==> src/rtl/lsu_mem_ctrl.sv <==
// Load/store unit driving a 64-bit data memory: byte/half/word loads with extension,
// read-merge-write stores, error rejection. Optional perf counters: LSU_PERF_CNT_EN.
module lsu_mem_ctrl #(
    parameter int MEM_SIZE  = 4096,
    parameter int MEM_WIDTH = $clog2(MEM_SIZE),
    parameter int XLEN      = 32
) (
    input  logic                 clk,
    input  logic                 aresetn,
    input  logic                 req_valid,
    output logic                 req_ready,
    input  logic                 req_we,
    input  logic [XLEN-1:0]      req_addr,
    input  logic [1:0]           req_size,
    input  logic                 req_unsigned,
    input  logic [XLEN-1:0]      req_wdata,
    output logic                 resp_valid,
    input  logic                 resp_ready,
    output logic [XLEN-1:0]      resp_rdata,
    output logic                 resp_err,
    output logic [MEM_WIDTH-1:0] mem_rd_addr,
    input  logic [63:0]          mem_rd_data,
    output logic [MEM_WIDTH-1:0] mem_wr_addr,
    output logic [63:0]          mem_wr_data,
    output logic                 mem_wr_en
`ifdef LSU_PERF_CNT_EN
    ,
    output logic [31:0]          perf_loads,
    output logic [31:0]          perf_stores,
    output logic [31:0]          perf_errs
`endif
);

    typedef enum logic [1:0] {
        ST_IDLE   = 2'd0,
        ST_ACCESS = 2'd1,
        ST_RESP   = 2'd2
    } state_t;

    state_t                 r_state;
    logic                   r_req_ready;
    logic                   r_we;
    logic [MEM_WIDTH+2:0]   r_addr;
    logic [1:0]             r_size;
    logic                   r_unsigned;
    logic [XLEN-1:0]        r_wdata;
    logic                   r_err;
    logic                   r_resp_valid;
    logic                   r_resp_err;
    logic [XLEN-1:0]        r_resp_rdata;

    logic [5:0]             w_shamt;
    logic [31:0]            w_rd_shift;
    logic                   w_sign;
    logic [XLEN-1:0]        w_load;
    logic [63:0]            w_mask;

    // Misalignment, illegal size, or address bits beyond the attached memory.
    function automatic logic f_req_err(input logic [XLEN-1:0] addr, input logic [1:0] size);
        logic v_err;
        case (size)
            2'd0:    v_err = 1'b0;
            2'd1:    v_err = addr[0];
            2'd2:    v_err = (addr[1:0] != 2'b00);
            default: v_err = 1'b1;
        endcase
        if ((addr >> (MEM_WIDTH + 3)) != {XLEN{1'b0}}) begin
            v_err = 1'b1;
        end else begin
            v_err = v_err;
        end
        return v_err;
    endfunction

    assign w_shamt     = {r_addr[2:0], 3'b000};
    assign mem_rd_addr = r_addr[MEM_WIDTH+2:3];
    assign mem_wr_addr = r_addr[MEM_WIDTH+2:3];
    assign mem_wr_en   = (r_state == ST_ACCESS) & r_we & ~r_err & aresetn;

    // Load data extraction and sign/zero extension.
    always_comb begin
        w_rd_shift = 32'(mem_rd_data >> w_shamt);
        w_sign     = 1'b0;
        w_load     = {XLEN{1'b0}};
        case (r_size)
            2'd0: begin
                w_sign = w_rd_shift[7] & ~r_unsigned;
                w_load = {{(XLEN-8){w_sign}}, w_rd_shift[7:0]};
            end
            2'd1: begin
                w_sign = w_rd_shift[15] & ~r_unsigned;
                w_load = {{(XLEN-16){w_sign}}, w_rd_shift[15:0]};
            end
            2'd2: begin
                w_sign = 1'b0;
                w_load = XLEN'(w_rd_shift);
            end
            default: begin
                w_sign = 1'b0;
                w_load = {XLEN{1'b0}};
            end
        endcase
    end

    // Store merge: replace only the addressed bytes of the current dword.
    always_comb begin
        case (r_size)
            2'd0:    w_mask = 64'h0000_0000_0000_00FF << w_shamt;
            2'd1:    w_mask = 64'h0000_0000_0000_FFFF << w_shamt;
            2'd2:    w_mask = 64'h0000_0000_FFFF_FFFF << w_shamt;
            default: w_mask = 64'h0000_0000_0000_0000;
        endcase
        mem_wr_data = (mem_rd_data & ~w_mask) | ((64'(r_wdata) << w_shamt) & w_mask);
    end

    // Request/response FSM with registered handshake outputs.
    always_ff @(posedge clk) begin
        if (!aresetn) begin
            r_state      <= ST_IDLE;
            r_req_ready  <= 1'b1;
            r_we         <= 1'b0;
            r_addr       <= {(MEM_WIDTH+3){1'b0}};
            r_size       <= 2'b00;
            r_unsigned   <= 1'b0;
            r_wdata      <= {XLEN{1'b0}};
            r_err        <= 1'b0;
            r_resp_valid <= 1'b0;
            r_resp_err   <= 1'b0;
            r_resp_rdata <= {XLEN{1'b0}};
        end else begin
            case (r_state)
                ST_IDLE: begin
                    if (req_valid) begin
                        r_we        <= req_we;
                        r_addr      <= req_addr[MEM_WIDTH+2:0];
                        r_size      <= req_size;
                        r_unsigned  <= req_unsigned;
                        r_wdata     <= req_wdata;
                        r_err       <= f_req_err(req_addr, req_size);
                        r_req_ready <= 1'b0;
                        r_state     <= ST_ACCESS;
                    end
                end
                ST_ACCESS: begin
                    r_resp_valid <= 1'b1;
                    r_resp_err   <= r_err;
                    r_resp_rdata <= (!r_we && !r_err) ? w_load : {XLEN{1'b0}};
                    r_state      <= ST_RESP;
                end
                ST_RESP: begin
                    if (resp_ready) begin
                        r_resp_valid <= 1'b0;
                        r_resp_err   <= 1'b0;
                        r_req_ready  <= 1'b1;
                        r_state      <= ST_IDLE;
                    end
                end
                default: begin
                    r_resp_valid <= 1'b0;
                    r_resp_err   <= 1'b0;
                    r_req_ready  <= 1'b1;
                    r_state      <= ST_IDLE;
                end
            endcase
        end
    end

    assign req_ready  = r_req_ready;
    assign resp_valid = r_resp_valid;
    assign resp_err   = r_resp_err;
    assign resp_rdata = r_resp_rdata;

`ifdef LSU_PERF_CNT_EN
    logic [31:0] r_perf_loads;
    logic [31:0] r_perf_stores;
    logic [31:0] r_perf_errs;

    // Outcome counters advance on the response handshake only.
    always_ff @(posedge clk) begin
        if (!aresetn) begin
            r_perf_loads  <= 32'd0;
            r_perf_stores <= 32'd0;
            r_perf_errs   <= 32'd0;
        end else if ((r_state == ST_RESP) && resp_ready) begin
            if (r_resp_err) begin
                r_perf_errs <= r_perf_errs + 32'd1;
            end else if (r_we) begin
                r_perf_stores <= r_perf_stores + 32'd1;
            end else begin
                r_perf_loads <= r_perf_loads + 32'd1;
            end
        end
    end

    assign perf_loads  = r_perf_loads;
    assign perf_stores = r_perf_stores;
    assign perf_errs   = r_perf_errs;
`endif

endmodule

==> config.mk <==
export PLATFORM = sky130hd
export DESIGN_NAME = lsu_mem_ctrl
export DESIGN_NICKNAME = d
export VERILOG_FILES = /design/src/rtl/lsu_mem_ctrl.sv
export SDC_FILE = /design/constraint.sdc
export NUM_CORES = 1
export LEC_CHECK = 0
export ABC_AREA = 1
export CAP_MARGIN = 5
export CORE_MARGIN = 4
export CORE_UTILIZATION = 41
export DETAILED_ROUTE_END_ITERATION = 10
export PLACE_DENSITY = 0.78
export SLEW_MARGIN = 20
export SYNTH_ARGS = -nofsm -noshare
export SYNTH_HDL_FRONTEND = slang
export SYNTH_SLANG_ARGS = --single-unit
==> constraint.sdc <==
create_clock -name clk -period 2.05 [get_ports clk]
set_clock_uncertainty 0.15 [all_clocks]
set_input_delay 0.41 -clock clk [delete_from_list [all_inputs] [get_ports clk]]
set_output_delay 0.41 -clock clk [all_outputs]
set_load 0.005 [all_outputs]
==> Word-level counts from Yosys, hierarchy flattened <==
Cells that the tools add are included.
{ "op_classes": {"n_eq_ne": 8, "n_shift": 5, "n_mux": 14, "bitwise": 13, "reduce_logical": 12} }
{ "op_table": {"columns": ["operator", "n"], "rows": [
  ["64-bit one-hot mux with 3 select lines", 1],
  ["64-bit AND", 2],
  ["32-bit one-hot mux with 3 select lines", 1],
  ["64-bit NOT", 1],
  ["64-bit bitwise OR", 1],
  ["16-bit by 6-bit left shift with 64-bit output, first input constant", 1],
  ["32-bit by 6-bit left shift with 64-bit output", 1],
  ["32-bit by 6-bit left shift with 64-bit output, first input constant", 1],
  ["8-bit by 6-bit left shift with 64-bit output, first input constant", 1],
  ["64-bit by 6-bit right shift with 32-bit output", 1],
  ["32-bit two-way mux", 1],
  ["32-bit nonzero test", 1],
  ["1-bit one-hot mux with 3 select lines", 4],
  ["2-bit by 1-bit equality test with 1-bit output, second input constant", 3],
  ["2-bit equality test, second input constant", 3],
  ["2-bit zero test", 3],
  ["2-bit one-hot mux with 3 select lines", 1],
  ["2-bit AND reduction", 3],
  ["1-bit AND", 5],
  ["1-bit two-way mux", 4],
  ["2-bit two-way mux", 2],
  ["2-bit inequality test, second input constant", 2],
  ["1-bit NOT", 4],
  ["3-bit AND reduction", 1],
  ["other kinds (3)", 4]
]} }
{ "totals": {"ff_bits": 89, "input_bits": 136, "word_cells": 63} }

==> Longest topological paths before layout <==
{ "logic_depth": {"ltp_word": 5, "depth_mapped": 11} }

==> Worst setup path before layout <==
No wires, ideal clock.
{ "synth_path": {"path_type": "reg2out", "startpoint": "register r_size[1]", "endpoint": "output port mem_wr_data[54]", "arrival_time_ps": 1593, "t_required_ps": 1490, "path_slack_ps": -103, "path_stages_with_launch": 10, "n_path_buf": 1, "cell_sequence": "dfxtp_1 inv_1 ha_1 o21ai_1 o21ai_0 nor2_1 nor3_4 buf_4 nand2_1 o21ai_1"} }
{ "synth_between": {"elab_chain_len": 5} }
{ "synth_lines": {"columns": ["element", "line", "rtl"], "rows": [
  ["from (decl)", "44", "logic [1:0] r_size;"],
  ["from (signal assigned)", "136", "r_size <= req_size;"],
  ["2-bit equality test, or another cell as far along", "107", "case (r_size)"],
  ["64-bit one-hot mux with 3 select lines (*)", "107", null],
  ["64-bit NOT", "113", "mem_wr_data = (mem_rd_data & ~w_mask) | ((64'(r_wdata) << w_shamt) & w_mask);"],
  ["64-bit AND", "113", null],
  ["64-bit bitwise OR (*)", "113", null],
  ["to (decl)", "24", "output logic [63:0] mem_wr_data,"]
]} }
Every way passes the cells marked *; elsewhere a longest branch is shown, timed or not.

==> Final worst setup path <==
{ "layout_path": {"startpoint": "register r_size[1]", "endpoint": "output port mem_wr_data[40]"} }
Same word-level chain as after synthesis.

==> flow_summary.json <==
{
  "overflow": 0,
  "drt_first_pass_iters": 6,
  "cts_tree": "built",
  "synthXorXnorAreaFrac_pct": 0,
  "die_h_um": 136,
  "htree_levels": 3,
  "crit_type": "reg2out",
  "worst_slack_ns": -0.642,
  "reg2reg_slack_ns": 0.09,
  "clk_pin_slew_ns": 0.07,
  "synthAdderAreaFrac_pct": 0.929,
  "synthMuxAreaShare_pct": 0.316,
  "wirelength_um": 30900,
  "wl_per_cell_um": 17.7,
  "rows": 46,
  "yosysWarnings": 0,
  "synth_top_flop_cell": "dfxtp_1",
  "core_area_sq_um": 16000,
  "leakage_nw": 5.09,
  "synth_compound_area_share_pct": 24.5,
  "clkLatencyLatePin_ns": 0.35,
  "gp_congestion": 0.957,
  "dpl_worst_slack_ns": -0.659,
  "place_area_sq_um": 10400,
  "synth-async-reset-ratio_pct": 0,
  "min_to": "resp_valid",
  "final_cell_mix": "316 x nand2_1, 194 x clkdlybuf4s50_1, 137 x buf_4",
  "timing.final.crit_period_ns": 2.69,
  "cts_made_buffers": 9,
  "power_w": 0.00715,
  "ant_nets": 0,
  "fin_area_sq_um": 11600,
  "final_common_cell": "nand2_1",
  "nNetsFinal": 1664,
  "hp-start": "resp_valid",
  "yosys.area_share.simple_pct": 33.1,
  "maxSlewViolCount": 0,
  "status": "complete, but fails checks",
  "endpoint_kind": "output pin",
  "synthCells": 1153,
  "synth_area_sq_um": 6730,
  "dpl.hpwl_um": 22900,
  "synth_nets": 1294,
  "root_buffer": "clkbuf_16",
  "antenna_cells": 0,
  "yosysSeqAreaShare_pct": 26.5,
  "syn_area_per_cell_sq_um": 5.84,
  "vias_per_cell": 5.31,
  "ys_ff_latch": 89,
  "grt_max_degree": 59,
  "die_w_um": 136,
  "grt_pass1_vias": 8658,
  "violations": "negative setup slack",
  "slew-limit-headroom_pct": 71.4,
  "grt_pass1_wl_um": 45900,
  "die_area_sq_um": 18500,
  "synthDistinctLibCells": 34,
  "stdcell_count": 1744,
  "placedCellCount": 1687,
  "io_pins": 260,
  "fillers": 1369,
  "numPortBuffers": 259,
  "rsz0062_at_grt": "yes",
  "crit_path_start_kind": "flip-flop",
  "ff2ff_path_depth": 12,
  "crit_fanout": 8,
  "irDropWorstVdd_mv": 0.515,
  "hold_depth": 2,
  "num_vias": 9255,
  "drv_cap": 0,
  "final_layout_size_suffix_gt1_share_pct": 26.7,
  "synth_top_family_by_area": "simple AND/OR/NAND/NOR gates",
  "cp_data_required_time_ns": 1.49,
  "hold_buffers": 0,
  "clock-sinks": 89,
  "synth_edf_count": 0,
  "setup_viol": 64,
  "route.detailed.drc": 0,
  "area_delta_synth_final_pct": 72.3,
  "r2r_end": "resp_rdata[28]",
  "worstHoldPathType": "reg2reg",
  "period_share_pct": 131,
  "holdWs_ns": 0.315,
  "r2r-start": "r_addr[0]",
  "initial_core_util_pct": 42.1,
  "hold_viol": 0,
  "drtIter0Drc": 900,
  "cp_data_arrival_time_ns": 2.13,
  "fmax_ghz": 0.372,
  "p_per_area_nw_per_um2": 616,
  "track_usage_pct": 31.9,
  "worstMarginPinSlew_ns": 0.424,
  "cts_buffer_depth": 2,
  "antenna_found_initial": 0
}
==> synth_stat cells (4+ instances only) <==
| cell type | number | area [sq um] |
|---|---|---|
| nor3_1 | 9 | 45.0 |
| nand2_1 | 353 | 1330 |
| nand4_1 | 9 | 56.3 |
| buf_2 | 28 | 140 |
| inv_1 | 96 | 360 |
| a21oi_1 | 71 | 355 |
| buf_4 | 36 | 270 |
| nand3_1 | 58 | 290 |
| o21ai_1 | 9 | 45.0 |
| nor4_1 | 4 | 25.0 |
| buf_6 | 7 | 78.8 |
| o221ai_1 | 7 | 61.3 |
| ha_1 | 5 | 62.6 |
| o21ai_0 | 197 | 986 |
| nor2_2 | 4 | 25.0 |
| inv_2 | 6 | 22.5 |
| o22ai_1 | 11 | 68.8 |
| clkbuf_1 | 30 | 113 |
| dfxtp_1 | 89 | 1780 |
| nor2_1 | 100 | 375 |
| o2111ai_1 | 5 | 43.8 |
==> worst max-delay path by stage <==
stage | endpoint | start | cells after the start
2_1_floorplan | mem_wr_data[54] | r_size[0] | 9
3_3_place_gp | mem_wr_data[50] | r_size[1] | 10
3_5_place_dp | mem_wr_data[50] | r_size[1] | 10
4_1_cts | mem_wr_data[61] | r_size[0] | 11
5_1_grt | mem_wr_data[61] | r_size[0] | 11
6_report | mem_wr_data[40] | r_size[1] | 10
==> metrics by stage <==
stage | TNS [ns] | utilization, %
CTS | -31.73 | 70.0
detailed placement | -33.46 | 65.1
floorplan | -0.0608 | -
finish | -31.09 | 72.5
global route | -36.42 | 72.5
global placement | -32.07 | 65.1
==> metal layers <==
layer | GRT usage (%) | share of wire, % | vias up
met5 | 0 | 0 | -
met4 | 14.0 | 4.3 | 0
met3 | 6.92 | 9.3 | 68
met2 | 51.4 | 46 | 506
met1 | 41.0 | 41 | 4202
li1 | - | - | 4479
==> sequential cells by signal, summed over array words and instances (netlist names), 2 cells and up <==
register    count
r_state         2
resp_rdata     32
r_size          2
r_wdata        32
r_addr         15
==> worst max-delay path: stages (launching register included) <==
cell and delay [ns]:
dfxtp_4 0.37, inv_4 0.04, ha_4 0.25, nor2_4 0.09
buf_4 0.15, nor2_2 0.05, o21bai_4 0.23, clkbuf_16 0.22
nor2_4 0.04, a21oi_4 0.12, clkdlybuf4s15_2 0.22
==> logic make-up (layout without fill, tap and decap cells) <==
logic type               count (synthesis)  in the layout
multiplexers                             2              2
adder cells (fa/ha/maj)                  5              5
buffers and inverters                  204            579
AO/OA/AOI/OAI                          309            309
flip-flops                              89             89
AND/OR/NAND/NOR                        544            544
==> report_power, final <==
part	leakage, nW	switching [W]	internal [W]	total, W
registers	0.734	0.0000963	0.00186	0.00195
clock network	0.143	0.000766	0.000989	0.00175
logic	4.21	0.00173	0.00171	0.00344
==> cell type report <==
class	count	area [sq um]	share of cell area [%]
multi-input combinational	860	4440	38.2
clock buffer	11	243	2.09
timing repair buffer	461	4410	38.0
clock inverter	5	62.6	0.539
sequential	89	1790	15.5
tap	216	270	2.33
inverter	102	390	3.36
==> repair_timing <==
item | 4_1_cts | 5_1_grt
gates cloned | 7 | 3
endpoints found under the setup margin | 75 | 93
pin swaps | 22 | 22
setup buffers | 27 | 11
resized for setup | 408 | 126
Power figures use the tool's default switching activity.
